<file path="src/rtl/instruction_fetch_pkg.sv">
// Shared constants and types for the instruction fetch stage: NOP encoding,
// fetch FSM states and PC stepping constants.
package instruction_fetch_pkg;

  localparam logic [31:0] NOP_INSTR     = 32'h0000_0013;
  localparam int          PC_INC        = 4;
  localparam int          PC_ALIGN_MASK = 3;

  typedef enum logic [1:0] {
    ST_FILL = 2'd0,
    ST_RUN  = 2'd1,
    ST_HOLD = 2'd2
  } fetch_state_e;

endpackage

</file>
<file path="src/rtl/instruction_fetch_pc_register.sv">
// PC register: synchronous reset to RESET_PC, then load > increment > hold.
module pc_register
  import instruction_fetch_pkg::*;
#(
  parameter int                  PC_WIDTH = 8,
  parameter logic [PC_WIDTH-1:0] RESET_PC = '0
) (
  input  logic                clk,
  input  logic                rst,
  input  logic                load,
  input  logic                inc,
  input  logic [PC_WIDTH-1:0] load_val,
  output logic [PC_WIDTH-1:0] pc
);

  logic [PC_WIDTH-1:0] pc_d;
  logic [PC_WIDTH-1:0] pc_q;

  // Increment wraps modulo 2^PC_WIDTH by plain truncation.
  always_comb begin
    pc_d = pc_q;
    if (load) begin
      pc_d = load_val;
    end else if (inc) begin
      pc_d = pc_q + PC_WIDTH'(PC_INC);
    end
  end

  always_ff @(posedge clk) begin
    if (rst) begin
      pc_q <= RESET_PC;
    end else begin
      pc_q <= pc_d;
    end
  end

  assign pc = pc_q;

endmodule

</file>
<file path="src/rtl/instruction_fetch.sv">
// Instruction fetch stage: FILL/RUN/HOLD control over a synchronous-read imem.
// Optional macro IFETCH_MISALIGN_CHECK_EN adds the misaligned output.
module instruction_fetch
  import instruction_fetch_pkg::*;
#(
  parameter int                  PC_WIDTH = 8,
  parameter logic [PC_WIDTH-1:0] RESET_PC = '0
) (
  input  logic                clk,
  input  logic                rst,
  input  logic                stall,
  input  logic                branch_taken,
  input  logic [PC_WIDTH-1:0] branch_target,
  output logic [PC_WIDTH-1:0] imem_addr,
  output logic                imem_en,
  input  logic [31:0]         imem_rdata,
  output logic [31:0]         instr,
  output logic [PC_WIDTH-1:0] pc_out,
  output logic                instr_valid
`ifdef IFETCH_MISALIGN_CHECK_EN
  ,
  output logic                misaligned
`endif
);

  fetch_state_e        state_d, state_q;
  logic [PC_WIDTH-1:0] fetch_pc_d, fetch_pc_q;
  logic [PC_WIDTH-1:0] pc_out_d, pc_out_q;
  logic [31:0]         instr_d, instr_q;
  logic                instr_valid_d, instr_valid_q;
  logic                misaligned_d, misaligned_q;
  logic                redirect;
  logic [PC_WIDTH-1:0] target;
  logic [PC_WIDTH-1:0] pc;
  logic                pc_load;
  logic                pc_inc;

  pc_register #(
    .PC_WIDTH (PC_WIDTH),
    .RESET_PC (RESET_PC)
  ) u_pc_register (
    .clk      (clk),
    .rst      (rst),
    .load     (pc_load),
    .inc      (pc_inc),
    .load_val (target),
    .pc       (pc)
  );

  // A misaligned redirect is dropped and the cycle behaves as if no branch came.
  always_comb begin
`ifdef IFETCH_MISALIGN_CHECK_EN
    misaligned_d = branch_taken && (branch_target[1:0] != 2'b00);
    redirect     = branch_taken && !misaligned_d;
    target       = branch_target;
`else
    misaligned_d = 1'b0;
    redirect     = branch_taken;
    target       = branch_target & ~PC_WIDTH'(PC_ALIGN_MASK);
`endif
  end

  assign imem_addr = pc;
  assign imem_en   = !stall || redirect;

  always_comb begin
    state_d       = state_q;
    fetch_pc_d    = fetch_pc_q;
    pc_out_d      = pc_out_q;
    instr_d       = instr_q;
    instr_valid_d = instr_valid_q;
    pc_load       = 1'b0;
    pc_inc        = 1'b0;
    if (redirect) begin
      pc_load       = 1'b1;
      instr_d       = NOP_INSTR;
      instr_valid_d = 1'b0;
      state_d       = ST_FILL;
    end else if (stall) begin
      // Memory is disabled, so imem_rdata keeps the word for fetch_pc.
      if (state_q != ST_FILL) begin
        state_d = ST_HOLD;
      end
    end else begin
      case (state_q)
        ST_FILL: begin
          pc_inc     = 1'b1;
          fetch_pc_d = pc;
          state_d    = ST_RUN;
        end
        ST_RUN, ST_HOLD: begin
          instr_d       = imem_rdata;
          pc_out_d      = fetch_pc_q;
          instr_valid_d = 1'b1;
          fetch_pc_d    = pc;
          pc_inc        = 1'b1;
          state_d       = ST_RUN;
        end
        default: begin
          state_d = ST_FILL;
        end
      endcase
    end
  end

  always_ff @(posedge clk) begin
    if (rst) begin
      state_q       <= ST_FILL;
      fetch_pc_q    <= RESET_PC;
      pc_out_q      <= RESET_PC;
      instr_q       <= NOP_INSTR;
      instr_valid_q <= 1'b0;
      misaligned_q  <= 1'b0;
    end else begin
      state_q       <= state_d;
      fetch_pc_q    <= fetch_pc_d;
      pc_out_q      <= pc_out_d;
      instr_q       <= instr_d;
      instr_valid_q <= instr_valid_d;
      misaligned_q  <= misaligned_d;
    end
  end

  assign instr       = instr_q;
  assign pc_out      = pc_out_q;
  assign instr_valid = instr_valid_q;

`ifdef IFETCH_MISALIGN_CHECK_EN
  assign misaligned = misaligned_q;
`else
  logic unused_misaligned;
  assign unused_misaligned = misaligned_q;
`endif

endmodule

</file>
<file path="config.mk">
export PLATFORM = sky130hd
export DESIGN_NAME = instruction_fetch
export DESIGN_NICKNAME = d
export VERILOG_FILES = /design/src/rtl/instruction_fetch_pkg.sv /design/src/rtl/instruction_fetch_pc_register.sv /design/src/rtl/instruction_fetch.sv
export SDC_FILE = /design/constraint.sdc
export NUM_CORES = 1
export LEC_CHECK = 0
export ABC_CLOCK_PERIOD_IN_PS = 1300
export CAP_MARGIN = 20
export CORE_MARGIN = 2
export CORE_UTILIZATION = 39
export CTS_BUF_LIST = sky130_fd_sc_hd__clkbuf_4 sky130_fd_sc_hd__clkbuf_8
export DETAILED_ROUTE_END_ITERATION = 12
export PLACE_DENSITY = 0.79
export SYNTH_ARGS = -nofsm -noshare
export SYNTH_HDL_FRONTEND = slang
export SYNTH_SLANG_ARGS = --single-unit
</file>
<file path="constraint.sdc">
create_clock -name clk -period 1.3 [get_ports clk]
set_input_delay 0.26 -clock clk [delete_from_list [all_inputs] [get_ports clk]]
set_output_delay 0.26 -clock clk [all_outputs]
set_load 0.005 [all_outputs]
</file>
==> metrics.cfg <==
[place]
placedInstanceArea_um2 = 3100
place.gp.congestion = 0.779
dp_hpwl_um = 3800
place_inst = 403
io_buffers = 87

[sta]
max_freq_ghz = 0.715
slew_violations = 0
period_share_pct = 108
layout_setup_ws_ns = -0.0984
finalSetupViolCount = 37
period_minus_slack_ns = 1.40
fin_skew_ns = 0.00708
hold_viol = 0
rsz0062_at_grt = yes

[floorplanning]
core_area_um2 = 5140
fp-row-count = 26
dieArea_um2 = 5950
initial_core_util_pct = 40.6
io_pins = 94
dieHeight_um = 77.2
die_w_um = 77.2

[setup_path]
cpMaxStageDelayCell = dfxtp_2
critPathBufInv = 3
cp_cell_sequence = inv_2 -> ha_4 -> and2b_4 -> buf_6 -> buf_16 -> nand2_2 -> a21oi_2
reg2reg_from = state_q[1]$_SDFFE_PP0P_
slowest_delay_ns = 0.37
start_kind = register
cp.required_ns = 1.53
reg2reg_slack_ns = -0.1
crit_fanout = 8
reg2regPathDepth = 7
cp_top_family = flip-flops
r2r-end = instr[17]$_SDFFE_PP0P_
critical_path_class = reg -> reg
arrival_ns = 1.63
worstSetupEndpointType = register

[status]
failed_checks = setup timing
status = finished with violations

[grt]
grt_max_degree = 21
grt_pass1_vias = 1944
grt-ovfl-total = 0
antenna_found_initial = 0
grt_use_total_pct = 19.8
grt_pass1_wl_um = 9550

[synth]
synth_flop_cell = dfxtp_1
avgSynthCellArea_um2 = 8.42
seq_area_frac_synth_pct = 50.8
synth.distinct_cells = 31
synth_top_area_share_pct = 50.8
async_flop_share_pct = 0
syn_inst = 248
synth_area_leaders = dfxtp_1, nand2_1, a21oi_1
ys_seq_elements = 53
syn_area_um2 = 2090
yosysWarnings = 0
synth_edf_count = 0
yosysTopAreaCell = dfxtp_1

[clock_network]
clkLatencyLatePin_ns = 0.29
cts.sinks = 53
holdBufCountCts = 0
clk_pin_slew_worst_paths_ns = 0.09
h-tree-depth = 2
cts_root_buf = clkbuf_8
cts_buffers = 5
clk_path_buf_depth = 2
cts_tree = yes

[finish]
multi_input_area_um2 = 1090
design_area_um2 = 3560
regArea_um2 = 1100
fillers = 446
nets = 399
utilization_pct = 69.2
instances_no_fill = 423
area_growth_pct = 70.4
n_antenna_cell = 0
layout-drive-gt1-share_pct = 33.7

[drt]
drt-wirelength-per-cell_um = 14.2
wl_um = 6010
drt_first_pass_iters = 4
via_count = 2052
ant_nets = 0
drt_iter0_drc = 58
vias_per_cell = 4.85
drc = 0

[min_path]
min_path_cells = 3
hp-class = in -> reg
worstHoldEndpoint = state_q[1]$_SDFFE_PP0P_
hold_path.startpoint = stall

[power_and_ir_drop]
powerDensity_nw_per_um2 = 877
peakVddDrop_uv = 687
p_leak_nw = 1.47

[run]
maxCapViolations = 0

[final cells by class]
type,count,area share [%]
Timing Repair Buffer,115,32.5
Sequential cell,53,31.0
Multi-Input combinational cell,171,30.8
Clock buffer,8,2.57
Tap cell,70,2.46
Inverter,6,0.704
[per-layer routing]
metal	track usage, %	share of wire [%]	routed length (µm)
met5	0	0	0
met4	4.82	0.72	43
met2	35.1	52	3140
met3	3.18	4.0	241
met1	25.0	43	2580
[cell usage after synthesis (2+ instances only)]
cell       n
o21ai_1    6
buf_6      3
a211oi_1   3
nand4_1    2
a31o_1     2
mux2i_1    6
nand2_1   72
ha_1       3
a21oi_1   35
nand3_1    3
clkbuf_1   5
nor2_1    16
inv_1      6
xnor2_1    2
a311oi_1   4
dfxtp_1   53
buf_4      6
nor3b_2    3
buf_2      6
[cell usage in the layout (no fill, tap or decap), types with 4 or more instances in the layout]
master,n
conb_1,4
buf_4,17
nand2_1,57
dfxtp_1,27
nor2_1,16
dfxtp_2,23
clkdlybuf4s50_1,39
buf_12,4
dlygate4sd2_1,47
mux2i_1,5
a21oi_1,16
nand2_2,14
o21ai_2,6
a21oi_2,19
clkbuf_8,5
[cell families (layout without fill, tap and decap cells)]
family / Yosys count / count (layout) / share of synthesized area [%]
muxes: 6 / 6 / 2.88
other: 1 / 4 / 0.180
and+or+nand+nor: 103 / 103 / 21.6
DFF: 53 / 53 / 50.8
AOI/OAI and AO/OA: 53 / 53 / 14.4
buffers and inverters: 27 / 129 / 7.37
adders and majority gates: 3 / 3 / 1.80
xor gates and xnor gates: 2 / 2 / 0.839
[worst max-delay path by stage]
stage,start,endpoint,slack [ns],cells after the start
finish,state_q[1]$_SDFFE_PP0P_,instr[17]$_SDFFE_PP0P_,-0.1,7
global route,state_q[0]$_SDFFE_PP0P_,instr[30]$_SDFFE_PP0P_,-0.16,6
CTS,branch_taken,imem_en,-0.09,4
detailed placement,stall,u_pc_register.pc[6]$_SDFFE_PP0P_,-0.48,5
global placement,stall,u_pc_register.pc[6]$_SDFFE_PP0P_,-0.37,5
floorplan,state_q[1]$_SDFFE_PP0P_,instr[0]$_SDFFE_PP1P_,0.007,7
[power by group]
group | switching [mW] | total (mW) | internal [mW]
logic | 0.210 | 0.498 | 0.288
registers | 0.0215 | 1.68 | 1.66
clock network | 0.494 | 0.941 | 0.447
[stage by stage]
| step | total power [mW] | hold slack [ns] | setup slack, ns | TNS [ns] |
|---|---|---|---|---|
| global placement | 2.12 | 0.441 | -0.374 | -14.30 |
| CTS | 3.11 | 0.414 | -0.0875 | -1.71 |
| detailed placement | 2.13 | 0.446 | -0.475 | -15.83 |
| finish | 3.12 | 0.446 | -0.0984 | -1.80 |
| floorplan | 1.90 | 0.382 | 0.00713 | 0 |
| global route | 3.26 | 0.468 | -0.163 | -4.18 |
[tightest hold or removal path: cells and delay by family]
family	cells	cell delay [ns]
buffers and inverters	2	0.40
AO/OA/AOI/OAI	1	0.04
[flip-flops by register name, summed over array words and instances (netlist names)]
register / count
fetch_pc_q: 6
state_q: 2
instr: 32
u_pc_register.pc: 6
pc_out: 6
instr_valid: 1
[repair_timing]
item / 4_1_cts / 5_1_grt
pin swaps: 15 / 7
endpoints found under the setup margin: 95 / 51
buffers inserted: 7 / 2
cloned: 3 / 1
resized for setup: 98 / 44
Power figures use the tool's default switching activity.
